===== config.mk =====
export PLATFORM = sky130hd
export DESIGN_NAME = hilo_controller
export DESIGN_NICKNAME = d
export VERILOG_FILES = /design/src/rtl/hilo_controller.sv
export SDC_FILE = /design/constraint.sdc
export NUM_CORES = 1
export LEC_CHECK = 0
export CAP_MARGIN = 40
export CORE_MARGIN = 4
export CORE_UTILIZATION = 42
export DETAILED_ROUTE_END_ITERATION = 6
export PLACE_DENSITY = 0.82
export SETUP_SLACK_MARGIN = 0.4
export SLEW_MARGIN = 20
export SYNTH_ARGS = -nofsm -noshare
export SYNTH_HDL_FRONTEND = slang
export SYNTH_SLANG_ARGS = --single-unit

===== constraint.sdc =====
create_clock -name clk -period 6.58 [get_ports clk]
set_clock_uncertainty 0.2 [all_clocks]
set_input_delay 0.987 -clock clk [delete_from_list [all_inputs] [get_ports clk]]
set_output_delay 0.987 -clock clk [all_outputs]
set_load 0.02 [all_outputs]

===== src/rtl/hilo_controller.sv =====
// HI/LO register controller for the MIPS-style multiply/divide units.
// Sequences unit start pulses, result capture and mthi/mtlo writes.
module hilo_controller #(
    parameter int DIV_LATENCY  = 36,
    parameter int MULT_LATENCY = 34
) (
    input  logic        clk,
    input  logic        reset,
    input  logic        div_start,
    input  logic        mult_start,
    input  logic [31:0] op_a,
    input  logic [31:0] op_b,
    input  logic        hi_we,
    input  logic        lo_we,
    input  logic [31:0] wr_data,
    output logic        div_op,
    output logic        mult_op,
    output logic [31:0] unit_a,
    output logic [31:0] unit_b,
    input  logic        div_by_zero,
    input  logic [31:0] div_quotient,
    input  logic [31:0] div_remainder,
    input  logic [31:0] mult_hi,
    input  logic [31:0] mult_lo,
    output logic [31:0] hi,
    output logic [31:0] lo,
    output logic        busy,
    output logic        done,
    output logic        div_zero_exc
);

    localparam logic [2:0] IDLE       = 3'd0;
    localparam logic [2:0] DIV_ISSUE  = 3'd1;
    localparam logic [2:0] DIV_CHECK  = 3'd2;
    localparam logic [2:0] DIV_WAIT   = 3'd3;
    localparam logic [2:0] MULT_ISSUE = 3'd4;
    localparam logic [2:0] MULT_WAIT  = 3'd5;
    localparam logic [2:0] WRITE      = 3'd6;

    // cnt reads k-1 during cycle k after the issue cycle
    localparam logic [5:0] DIV_LAST  = 6'(DIV_LATENCY - 1);
    localparam logic [5:0] MULT_LAST = 6'(MULT_LATENCY - 1);

    logic [2:0] state;
    logic [2:0] state_nx;
    logic [5:0] cnt;
    logic       idle;
    logic       div_cap;
    logic       mult_cap;

    assign idle     = (state == IDLE);
    assign div_cap  = (state == DIV_WAIT) && (cnt == DIV_LAST);
    assign mult_cap = (state == MULT_WAIT) && (cnt == MULT_LAST);

    assign busy    = !idle;
    assign div_op  = (state == DIV_ISSUE);
    assign mult_op = (state == MULT_ISSUE);
    assign done    = (state == WRITE);

    // Next-state decode; divide wins over a simultaneous multiply
    always_comb begin
        state_nx = state;
        unique case (state)
            IDLE: begin
                if (div_start)
                    state_nx = DIV_ISSUE;
                else if (mult_start)
                    state_nx = MULT_ISSUE;
            end
            DIV_ISSUE:  state_nx = DIV_CHECK;
            DIV_CHECK:  state_nx = div_by_zero ? IDLE : DIV_WAIT;
            DIV_WAIT:   state_nx = div_cap ? WRITE : DIV_WAIT;
            MULT_ISSUE: state_nx = MULT_WAIT;
            MULT_WAIT:  state_nx = mult_cap ? WRITE : MULT_WAIT;
            WRITE:      state_nx = IDLE;
            default:    state_nx = IDLE;
        endcase
    end

    // State register
    always_ff @(posedge clk or posedge reset) begin
        if (reset)
            state <= IDLE;
        else
            state <= state_nx;
    end

    // Latency counter: cleared on issue, counts while an op is in flight
    always_ff @(posedge clk or posedge reset) begin
        if (reset)
            cnt <= '0;
        else if (div_op || mult_op)
            cnt <= '0;
        else if (!idle)
            cnt <= cnt + 6'd1;
    end

    // Operand latch, HI/LO writes and captures, divide-by-zero pulse
    always_ff @(posedge clk or posedge reset) begin
        if (reset) begin
            unit_a       <= '0;
            unit_b       <= '0;
            hi           <= '0;
            lo           <= '0;
            div_zero_exc <= 1'b0;
        end else begin
            div_zero_exc <= (state == DIV_CHECK) && div_by_zero;
            if (idle) begin
                if (hi_we)
                    hi <= wr_data;
                if (lo_we)
                    lo <= wr_data;
                if (div_start || mult_start) begin
                    unit_a <= op_a;
                    unit_b <= op_b;
                end
            end
            if (div_cap) begin
                hi <= div_remainder;
                lo <= div_quotient;
            end
            if (mult_cap) begin
                hi <= mult_hi;
                lo <= mult_lo;
            end
        end
    end

endmodule

Word-level counts from Yosys, hierarchy flattened
Cells that the tools add are included.

Input port bits: 231. Output and inout bits: 133. Logic and storage cells: 47. Register bits: 138.

Equal/unequal tests: 10. $add $sub $neg: 1. Multiplexer cells: 16. Reductions and logical operators: 13.

Operator list (number): 2-to-1 mux 32 bit (8); one-hot mux 3 bit (6 select lines) (1); == test 6 bit (second input constant) (2); 2-to-1 mux 6 bit (2); == test 3 bit (second input constant) (3); 2-to-1 mux 3 bit (3); nonzero test 3 bit (3); adder 6 x 1 -> 6 bit (second input constant) (1); == test 3 x 2 -> 1 bit (second input constant) (2); AND reduction 2 bit (3); 2-to-1 mux 2 bit (2); == test 3 x 1 -> 1 bit (second input constant) (1); logical AND 1 bit (3); zero test 3 bit (1); != test 3 bit (second input constant) (1); logical OR 1 bit (2); != test 2 x 1 -> 1 bit (second input constant) (1); zero test 1 bit (1).

Longest topological paths before layout
Gate-level depths: netlist of run 1.

Depth after elaboration: 4. Gate-level depth with buffers: 7. Mapped depth without buffers: 5.

Least setup slack after synthesis of run 1
Ideal clock, no wire load.

Kind: register to output. Start: register state[1]. End: output port done. Stages on the path, launching flop included: 5. Path buffers: 3. Path slack: 3.887 ns. Required time: 5.393 ns. Data arrival time: 1.506 ns. Cells stage by stage: dfrtp_1 -> buf_2 -> clkbuf_1 -> clkbuf_1 -> nor3b_1.

Longest elaborated chain between the ends: 1.

RTL lines: start: declaration (line 44) `logic [2:0] state;`; start signal: assignment (line 85) `state <= state_nx;`; == test 3 bit (line 58) `assign done = (state == WRITE);`; end: declaration (line 28) `output logic done,`.

Every way passes these cells.

Worst setup path in the final report of run 1
Start: register state[1]. End: output port busy.

Longest elaborated chain between the ends: 2.

RTL lines: zero test 3 bit (line 51) `assign idle = (state == IDLE);`; zero test 1 bit; end: declaration (line 27) `output logic busy,`.

Every way passes these cells.

==> results of run 1 <==
-- critical path, delay by kind of cell, from the launching register on --
kind | cells | cell delay (ns)
buffers and inverters | 3 | 1.45
DFF | 1 | 0.85
and+or+nand+nor | 1 | 0.11
-- metal layers --
| layer | vias to the layer above | share of wire |
|---|---|---|
| met5 | - | 0 |
| met4 | 0 | 0.027 |
| met3 | 45 | 0.096 |
| met2 | 391 | 0.51 |
| met1 | 3694 | 0.37 |
| li1 | 3355 | - |
-- area by class of cell --
type | count | area share
Antenna cell | 3 | 0.000625
Clock buffer | 18 | 0.0357
Clock inverter | 14 | 0.0171
Inverter | 7 | 0.00260
Multi-Input combinational cell | 469 | 0.316
Sequential cell | 138 | 0.288
Tap cell | 229 | 0.0239
Timing Repair Buffer | 377 | 0.316
-- how the worst min path moves through the flow --
stage / endpoint / slack, ns / cells past startpoint
after floorplan: cnt[0] / 0.31 / 1
after global placement: unit_a[1] / 0.29 / 1
after detailed placement: unit_b[7] / 0.29 / 1
after CTS: unit_b[7] / 0.31 / 1
after global routing: unit_b[24] / 0.32 / 1
final: unit_b[7] / 0.30 / 1
-- report_power, final --
part | switching (mW) | internal, mW | leakage [nW]
clock network | 0.390 | 0.645 | 0.314
registers | 0.332 | 1.26 | 1.68
logic | 1.50 | 1.40 | 2.36
total | 2.22 | 3.31 | 4.35
-- cell families after synthesis --
family / share of synthesized area
and+or+nand+nor: 0.228
muxes: 0.0948
xor gates and xnor gates: 0.00227
buffers and inverters: 0.0619
DFF: 0.448
AOI/OAI and AO/OA: 0.162
adders and majority gates: 0.00325
-- registers in the layout, indices dropped and copies added, names as in the netlist --
signal and flops:
hi 32, lo 32, unit_a 32, unit_b 32, cnt 6, state 3, div_zero_exc 1
-- placed cells by master (no fill, tap or decap), types with 2 or more instances in the layout --
master,Yosys,final
sky130_fd_sc_hd__nor3b_1,2,2
sky130_fd_sc_hd__a21oi_1,6,6
sky130_fd_sc_hd__or4_1,2,2
sky130_fd_sc_hd__a211o_1,64,64
sky130_fd_sc_hd__bufinv_16,0,4
sky130_fd_sc_hd__clkinv_2,0,2
sky130_fd_sc_hd__dfrtp_1,138,135
sky130_fd_sc_hd__clkbuf_16,0,17
sky130_fd_sc_hd__o21ai_0,4,4
sky130_fd_sc_hd__nand3_1,3,3
sky130_fd_sc_hd__xnor2_1,2,2
sky130_fd_sc_hd__clkdlybuf4s50_1,0,363
sky130_fd_sc_hd__diode_2,0,3
sky130_fd_sc_hd__nand2_1,69,69
sky130_fd_sc_hd__o221ai_1,64,64
sky130_fd_sc_hd__nand4b_1,128,128
sky130_fd_sc_hd__or4b_1,2,2
sky130_fd_sc_hd__nor2_1,4,4
sky130_fd_sc_hd__nand2b_1,34,34
sky130_fd_sc_hd__inv_8,0,2
sky130_fd_sc_hd__ha_2,0,2
sky130_fd_sc_hd__buf_16,0,2
sky130_fd_sc_hd__dfrtp_4,0,2
sky130_fd_sc_hd__buf_4,7,11
sky130_fd_sc_hd__mux2_2,64,64
sky130_fd_sc_hd__inv_6,0,6
sky130_fd_sc_hd__nand3b_1,2,2
sky130_fd_sc_hd__inv_1,7,6
==> impl_results.md, run 1 <==
* Run status: completed
* Number of levels in the clock H-tree at 4
* Largest net degree at the start of global routing at 96
* Global-route met1 utilization at 0.307
* Critical path class: reg -> out
* Num Clock Sinks at around 140
* Final Core Density at 0.666
* Syn avg cell area at 10.9 um2
* Worst setup SP type: flop
* Synth Register Bits at 138
* Dominant cell type by area after synthesis: sky130_fd_sc_hd__dfrtp_1
* Post-route setup slack at between 2 and 2.5 ns
* Static leakage power at 4.35 nW
* Buffers inserted by post-CTS timing repair at 0
* Final hold slack at 0.305 ns
* Count of yosys warnings during synthesis at 0
* Minimum setup slack among reg-to-reg paths at 3.33 ns
* Number of gates resized after CTS at 0
* Post-Synthesis Cells at 707
* Number of vias per cell after detailed routing at 5.96
* Capture point of the worst reg-to-reg path: unit_a[13]
* Share of flip-flops with an asynchronous set or reset after synthesis at 1.00
* Total CTS buffers at 17
* Die width at 143 um
* Hold Crit Class: reg -> reg
* Chain of cells forming the critical path: buf_4, nor3_4, inv_1, clkdlybuf4s50_1
* Worst-case headroom to the max-slew limit at 0.461
* Port Buffer Count at 363
* Storage cell area at 3460 um2
* Most used routing layer in global routing: met2
* Capturing element type of the critical path: output port
* Chip height at roughly 140 um
* Total area of multi-input combinational cells at approximately 3800 um2
* Critical register-to-register path startpoint: state[1]
* Final-report setup violation count at 0
* Worst setup slack after placement at 2.96 ns
* Drc violations at 0
* Setup total negative slack at 0 ns
* Tot GR Track Use at 0.264
* Clock period minus final worst setup slack at 4.12 ns
* Worst Min Path Start: unit_b[7]
* Post-route design area at 12,000 um2
* Commonest cells in the netlist: 138 x sky130_fd_sc_hd__dfrtp_1, 128 x sky130_fd_sc_hd__nand4b_1, 69 x sky130_fd_sc_hd__nand2_1
* Sequential element share of the synthesized area at 0.448
* Nets in the synthesized netlist at 940
* Placement row count at 49
* Total routed wirelength at 28,400 um
* Slew @ Worst Pin at 0.809 ns
* Synthesis-to-finish area growth at 55.9%
* Post-Syn Area at roughly 7700 um2
* GRT Residual Overflow at 0
* Overall via count from detail_route at 7,485
* Weighted congestion reported at the end of routability-driven placement at 0.844
* Area of the die at 20,600 um2
* Initial core utilization at 0.428
* Root Buffer Master: sky130_fd_sc_hd__clkbuf_16
* Worst vdd rail ir drop at 0.000372 V
* Count of distinct cell types in the synthesized netlist at 40
* Share of Yosys cell area claimed by the top area cell type at 0.448
* Max Root-Sink Buffers at 2
* Timing startpoint of the critical path: state[1]
* Capture point of the worst path: busy
* Critical-path cell with the highest stage delay: sky130_fd_sc_hd__dfrtp_4
* Largest fanout of any net on the critical path at 95
* Core Box Area at 18,000 um2
* TritonCTS clock tree: done
* Antenna viol nets, final at 0
* Max Transition Viols Final at 0
* Overall power after layout at ~5.5 mW
* EDFF count, synth at 0
* First-pass GRT wire length at 42,500 um
* Final-layout fill cell count at 1,430
* Number of optimization iterations in the first detailed-route pass at 5
* Max stage delay on crit path at 0.85 ns
* Hold-fix buffers at CTS at 0
* Final cell count without fillers at 1,255
* DRT iter0 DRCs at 585
* Top Ports at 364
* Cell depth of the worst flop-to-flop path at 5
* Pwr/cell area at roughly 460 nW/um2
* Post-DR wirelength/cell at 22.6 um
* Post-DP HPWL at 19,600 um
* Signal arrival time at the worst endpoint at 2.93 ns
* Clock transition at the registers of the reported paths at roughly 0.06 ns
* Final Hold Violating Endpoints at 0
* Initial antenna violation count at 3
* Primary FF master, synth: sky130_fd_sc_hd__dfrtp_1
* Nets at between 1,000 and 1,500
* Number of global-route vias before repair at 7,395
* CP required at around 5.4 ns
* Placed standard-cell area at around 11,000 um2
* Met3 usage in global routing at 0.0845
* Post-placement cell count at 1,220
* Fraction of layout cells with a size suffix above 1 at 0.116
* Setup repair after global routing missed its margin: false
* Max Cap Viol at 0
* Most used standard cell by instance count after synthesis: sky130_fd_sc_hd__dfrtp_1
* Biggest area contributors in the synthesized netlist: sky130_fd_sc_hd__dfrtp_1 45%, sky130_fd_sc_hd__nand4b_1 15%, sky130_fd_sc_hd__mux2_2 9.4%
* FMAX at 243 MHz
* Met2 usage in global routing at 0.465
* Clock latency at the later pin of the worst-skew pair at around 0.4 ns
* Post-route fraction of the period consumed by the critical path at 0.626
(Power assumes the default switching activity.)
==> run 2: changes to the inputs <==
==> constraint.sdc (replaced) <==
create_clock -name clk -period 4 [get_ports clk]
set_clock_uncertainty 0.2 [all_clocks]
set_input_delay 0.6 -clock clk [delete_from_list [all_inputs] [get_ports clk]]
set_output_delay 0.6 -clock clk [all_outputs]
set_load 0.02 [all_outputs]
==> impl_results.md, run 2 (same netlist as run 1, synthesis figures left out) <==
* Run status: completed
* Number of vias per cell after detailed routing at 5.93
* Root Buffer Master: sky130_fd_sc_hd__clkbuf_16
* Fraction of layout cells with a size suffix above 1 at 0.117
* Total CTS buffers at 17
* Clock transition at the registers of the reported paths at approximately 0.06 ns
* Nets at 1,244
* Port Buffer Count at 363
* Initial antenna violation count at 1
* Capturing element type of the critical path: output port
* Setup repair after global routing missed its margin: false
* Number of global-route vias before repair at 7,256
* Leading cell types in the layout, fill and taps excluded: 363 x sky130_fd_sc_hd__clkdlybuf4s50_1, 135 x sky130_fd_sc_hd__dfrtp_1, 128 x sky130_fd_sc_hd__nand4b_1
* Slew @ Worst Pin at 0.776 ns
* Worst vdd rail ir drop at 0.000598 V
* Final-report setup violation count at 0
* DRT iter0 DRCs at 593
* Clock period minus final worst setup slack at 3.07 ns
* Number of levels in the clock H-tree at 4
* Worst-case headroom to the max-slew limit at 0.483
* Post-route fraction of the period consumed by the critical path at 0.767
* Max Transition Viols Final at 0
* Top Ports at 364
* Largest net degree at the start of global routing at 139
* Post-route design area at 12,000 um2
* Num Clock Sinks at between 100 and 150
* Post-DR wirelength/cell at roughly 23 um
* Area of the die at between 20,000 and 25,000 um2
* Total routed wirelength at a little under 30,000 um
* Synthesis-to-finish area growth at 55.8%
* Critical path class: reg -> out
* Overall via count from detail_route at 7,430
* Placed standard-cell area at 11,300 um2
* Clock latency at the later pin of the worst-skew pair at 0.42 ns
* Largest fanout of any net on the critical path at 68
* Final Core Density at 0.666
* FMAX at around 330 MHz
* Setup total negative slack at 0 ns
* Post-DP HPWL at 19,800 um
* Max Root-Sink Buffers at 2
* Weighted congestion reported at the end of routability-driven placement at 0.838
* Final-layout fill cell count at 1,410
* Drc violations at 0
* Tot GR Track Use at 0.268
* Number of optimization iterations in the first detailed-route pass at 5
* Placement row count at 49
* Buffers inserted by post-CTS timing repair at 0
* Final Hold Violating Endpoints at 0
* Initial core utilization at 0.428
* Worst setup SP type: flop
* Die width at roughly 140 um
* Chip height at 143 um
* TritonCTS clock tree: done
* CP required at 3.20 ns
* Max Cap Viol at 0
* Overall power after layout at 9.22 mW
* Hold-fix buffers at CTS at 0
* Antenna viol nets, final at 0
* Pwr/cell area at between 700 and 800 nW/um2
* Core Box Area at 18,000 um2
* Hold Crit Class: reg -> reg
* Most frequent standard cell in the layout excluding fill and tap cells: sky130_fd_sc_hd__clkdlybuf4s50_1
* Number of gates resized after CTS at 0
* First-pass GRT wire length at 42,600 um
* Final hold slack at 0.305 ns
* GRT Residual Overflow at 0
* Signal arrival time at the worst endpoint at between 2 and 2.5 ns
* Static leakage power at 4.34 nW
==> run 2: worst paths after layout <==
kind / startpoint / to / slack, ns / cells after the start
worst min register to register: unit_a[9] / unit_a[9] / 0.31 / 1
worst min-delay path: unit_a[9] / unit_a[9] / 0.31 / 1
min in group asynchronous: reset / unit_b[8] / 0.57 / 3
worst max register to register: state[2] / unit_b[5] / 1.23 / 4
max in group asynchronous: reset / state[2] / 2.48 / 3
worst max-delay path: state[2] / mult_op / 0.93 / 3
==> run 2: area by class of cell <==
| class | count | area [um2] | area share |
|---|---|---|---|
| repair buffers | 378 | 3760 | 0.313 |
| flip-flops and latches | 138 | 3460 | 0.288 |
| well taps | 229 | 287 | 0.0239 |
| clock inverters | 14 | 235 | 0.0196 |
| clock buffers | 18 | 429 | 0.0358 |
| diodes | 1 | 2.50 | 0.000208 |
| inverters | 7 | 30.0 | 0.00250 |
| multi-input cells | 469 | 3800 | 0.316 |
==> run 2: per-layer routing <==
metal	part of all wire	vias up	global-route usage
met3	0.10	50	0.0952
met5	0.00045	-	0
met2	0.50	389	0.454
li1	-	3358	-
met1	0.37	3631	0.314
met4	0.030	2	0.102
==> run 2: power breakdown <==
part	internal, mW	switching, mW	total (mW)
sequential	2.08	0.596	2.67
clock	1.13	0.663	1.79
combinational	2.30	2.46	4.75
==> run 2: per-stage QoR <==
step                      std cells  worst slack [ns]
final                          1254             0.931
after detailed placement       1221              1.28
after floorplan                 707              1.48
after CTS                      1253             0.890
after global placement         1221              1.32
after global routing           1253             0.742
==> run 2: worst max-delay path, stage by stage, from the launching register on <==
cell	delay, ns
sky130_fd_sc_hd__dfrtp_4	0.82
sky130_fd_sc_hd__inv_1	0.16
sky130_fd_sc_hd__nor3_1	0.22
sky130_fd_sc_hd__clkdlybuf4s50_1	0.64
==> run 3: changes to the inputs <==
--- a/config.mk
+++ b/config.mk
@@ -7,9 +7,9 @@
 export LEC_CHECK = 0
 export CAP_MARGIN = 40
 export CORE_MARGIN = 4
-export CORE_UTILIZATION = 42
+export CORE_UTILIZATION = 38
 export DETAILED_ROUTE_END_ITERATION = 6
-export PLACE_DENSITY = 0.82
+export PLACE_DENSITY = 0.78
 export SETUP_SLACK_MARGIN = 0.4
 export SLEW_MARGIN = 20
 export SYNTH_ARGS = -nofsm -noshare
==> constraint.sdc (replaced) <==
create_clock -name clk -period 2.6 [get_ports clk]
set_clock_uncertainty 0.2 [all_clocks]
set_input_delay 0.39 -clock clk [delete_from_list [all_inputs] [get_ports clk]]
set_output_delay 0.39 -clock clk [all_outputs]
set_load 0.02 [all_outputs]
==> impl_results.md, run 3 (same netlist as run 1, synthesis figures left out) <==
* Core Box Area at 19,700 um2
* Tot GR Track Use at 0.252
* Total CTS buffers at 17
* Clock period minus final worst setup slack at approximately 2.1 ns
* Max Root-Sink Buffers at 2
* Max stage delay on crit path at 0.52 ns
* Most frequent standard cell in the layout excluding fill and tap cells: sky130_fd_sc_hd__clkdlybuf4s50_1
* Number of global-route vias before repair at approximately 7,200
* Signal arrival time at the worst endpoint at 1.56 ns
* Worst setup SP type: flop
* CP required at 2.01 ns
* GRT Residual Overflow at 0
* Number of optimization iterations in the first detailed-route pass at 5
* Setup repair after global routing missed its margin: true
* Initial antenna violation count at 1
* Chain of cells forming the critical path: nor3_4, inv_1, dlygate4sd2_1
* Top Ports at 364
* Weighted congestion reported at the end of routability-driven placement at roughly 0.83
* Largest net degree at the start of global routing at 91
* Final Hold Violating Endpoints at 0
* Leading cell types in the layout, fill and taps excluded: 359 x sky130_fd_sc_hd__clkdlybuf4s50_1, 134 x sky130_fd_sc_hd__dfrtp_1, 128 x sky130_fd_sc_hd__nand4b_1
* Max Transition Viols Final at 0
* Nets at 1,257
* Post-DR wirelength/cell at 23.2 um
* Number of vias per cell after detailed routing at about 5.8
* Worst-case headroom to the max-slew limit at 0.602
* Largest fanout of any net on the critical path at 6
* Cell depth of the worst flop-to-flop path at 5
* Static leakage power at 4.41 nW
* Top cell family by delay on the critical path: flip-flops
* Pwr/cell area at 1160 nW/um2
* Post-route fraction of the period consumed by the critical path at 0.825
* Num Clock Sinks at 138
* Slew @ Worst Pin at 0.597 ns
* Worst setup slack after placement at about 0.4 ns
* Worst vdd rail ir drop at 0.000695 V
* Clock latency at the later pin of the worst-skew pair at about 0.42 ns
* Hold-fix buffers at CTS at 0
* Root Buffer Master: sky130_fd_sc_hd__clkbuf_16
* FMAX at about 470 MHz
* Critical path class: reg -> out
* Drc violations at 0
* Final-report setup violation count at 0
* Antenna viol nets, final at 0
* Die width at 150 um
* Capturing element type of the critical path: output port
* Critical-path cell with the highest stage delay: sky130_fd_sc_hd__dfrtp_4
* Overall via count from detail_route at 7,498
* Hold Crit Class: in -> async
* Minimum setup slack among reg-to-reg paths at 0.47 ns
* Number of levels in the clock H-tree at 4
* Critical path buffer and inverter count at 2
* Total routed wirelength at 30,200 um
* Run status: completed
* Post-DP HPWL at 21,500 um
* Max Cap Viol at 0
* Placement row count at 51
* TritonCTS clock tree: done
* First-pass GRT wire length at roughly 43,000 um
* Initial core utilization at 0.391
* Chip height at 150 um
* Capture point of the worst reg-to-reg path: unit_b[28]
* Area of the die at 22,600 um2
* Setup total negative slack at 0 ns
* Fraction of layout cells with a size suffix above 1 at 0.131
* Critical register-to-register path startpoint: state[2]
* Synthesis-to-finish area growth at 58.4%
* DRT iter0 DRCs at 393
* Post-route setup slack at 0.455 ns
* Port Buffer Count at 363
* Clock transition at the registers of the reported paths at 0.06 ns
[run 3: report_power, final]
part | leakage (nW) | switching [mW] | internal (mW) | total, mW
Combinational | 2.45 | 4.11 | 3.70 | 7.82
Sequential | 1.68 | 0.663 | 3.20 | 3.87
Clock | 0.291 | 1.01 | 1.49 | 2.50
Total | 4.41 | 5.78 | 8.40 | 14.2
[run 3: worst max path at each step]
stage,startpoint,end,depth (start not counted)
2_1_floorplan,reset,cnt[0],1
5_1_grt,state[2],busy,3
4_1_cts,state[1],busy,3
3_5_place_dp,lo_we,lo[11],5
3_3_place_gp,hi_we,hi[29],5
6_report,state[2],busy,3
[run 3: worst min-delay path: stages]
cell and delay [ns]:
sky130_fd_sc_hd__clkdlybuf4s50_1 0.44, sky130_fd_sc_hd__clkinvlp_4 0.13, sky130_fd_sc_hd__buf_12 0.26
[run 3: per-stage QoR]
stage	utilization	power (mW)	hold slack, ns	cell area (um2)	cells
after global routing	0.619	14.9	0.256	12200	1303
after detailed placement	0.584	11.6	0.294	11500	1264
final	0.619	14.2	0.230	12200	1303
after floorplan	-	8.12	0.313	7710	707
after global placement	0.584	11.5	0.288	11500	1264
after CTS	0.616	14.2	0.229	12100	1299
[run 3: cell type report]
| cell class | instances | area [um2] |
|---|---|---|
| well taps | 265 | 332 |
| inverters | 7 | 30.0 |
| repair buffers | 391 | 3950 |
| diodes | 1 | 2.50 |
| clock buffers | 19 | 453 |
| fillers | 1607 | 7510 |
| flip-flops and latches | 138 | 3460 |
| multi-input cells | 469 | 3810 |
| clock inverters | 13 | 158 |
[run 3: what timing repair did]
| item | 4_1_cts | 5_1_grt |
|---|---|---|
| resized for setup | 8 | 8 |
| buffers inserted | 3 | 2 |
| cloned | 0 | 1 |
| pin swaps | 1 | 2 |
| endpoints found under the setup margin | 4 | 124 |
[run 3: routing by layer]
layer / global-route usage / up-vias / part of all wire
met5: 0 / - / 0
met4: 0.102 / 0 / 0.032
met3: 0.0780 / 48 / 0.10
met2: 0.429 / 350 / 0.50
met1: 0.296 / 3712 / 0.37
li1: - / 3388 / -
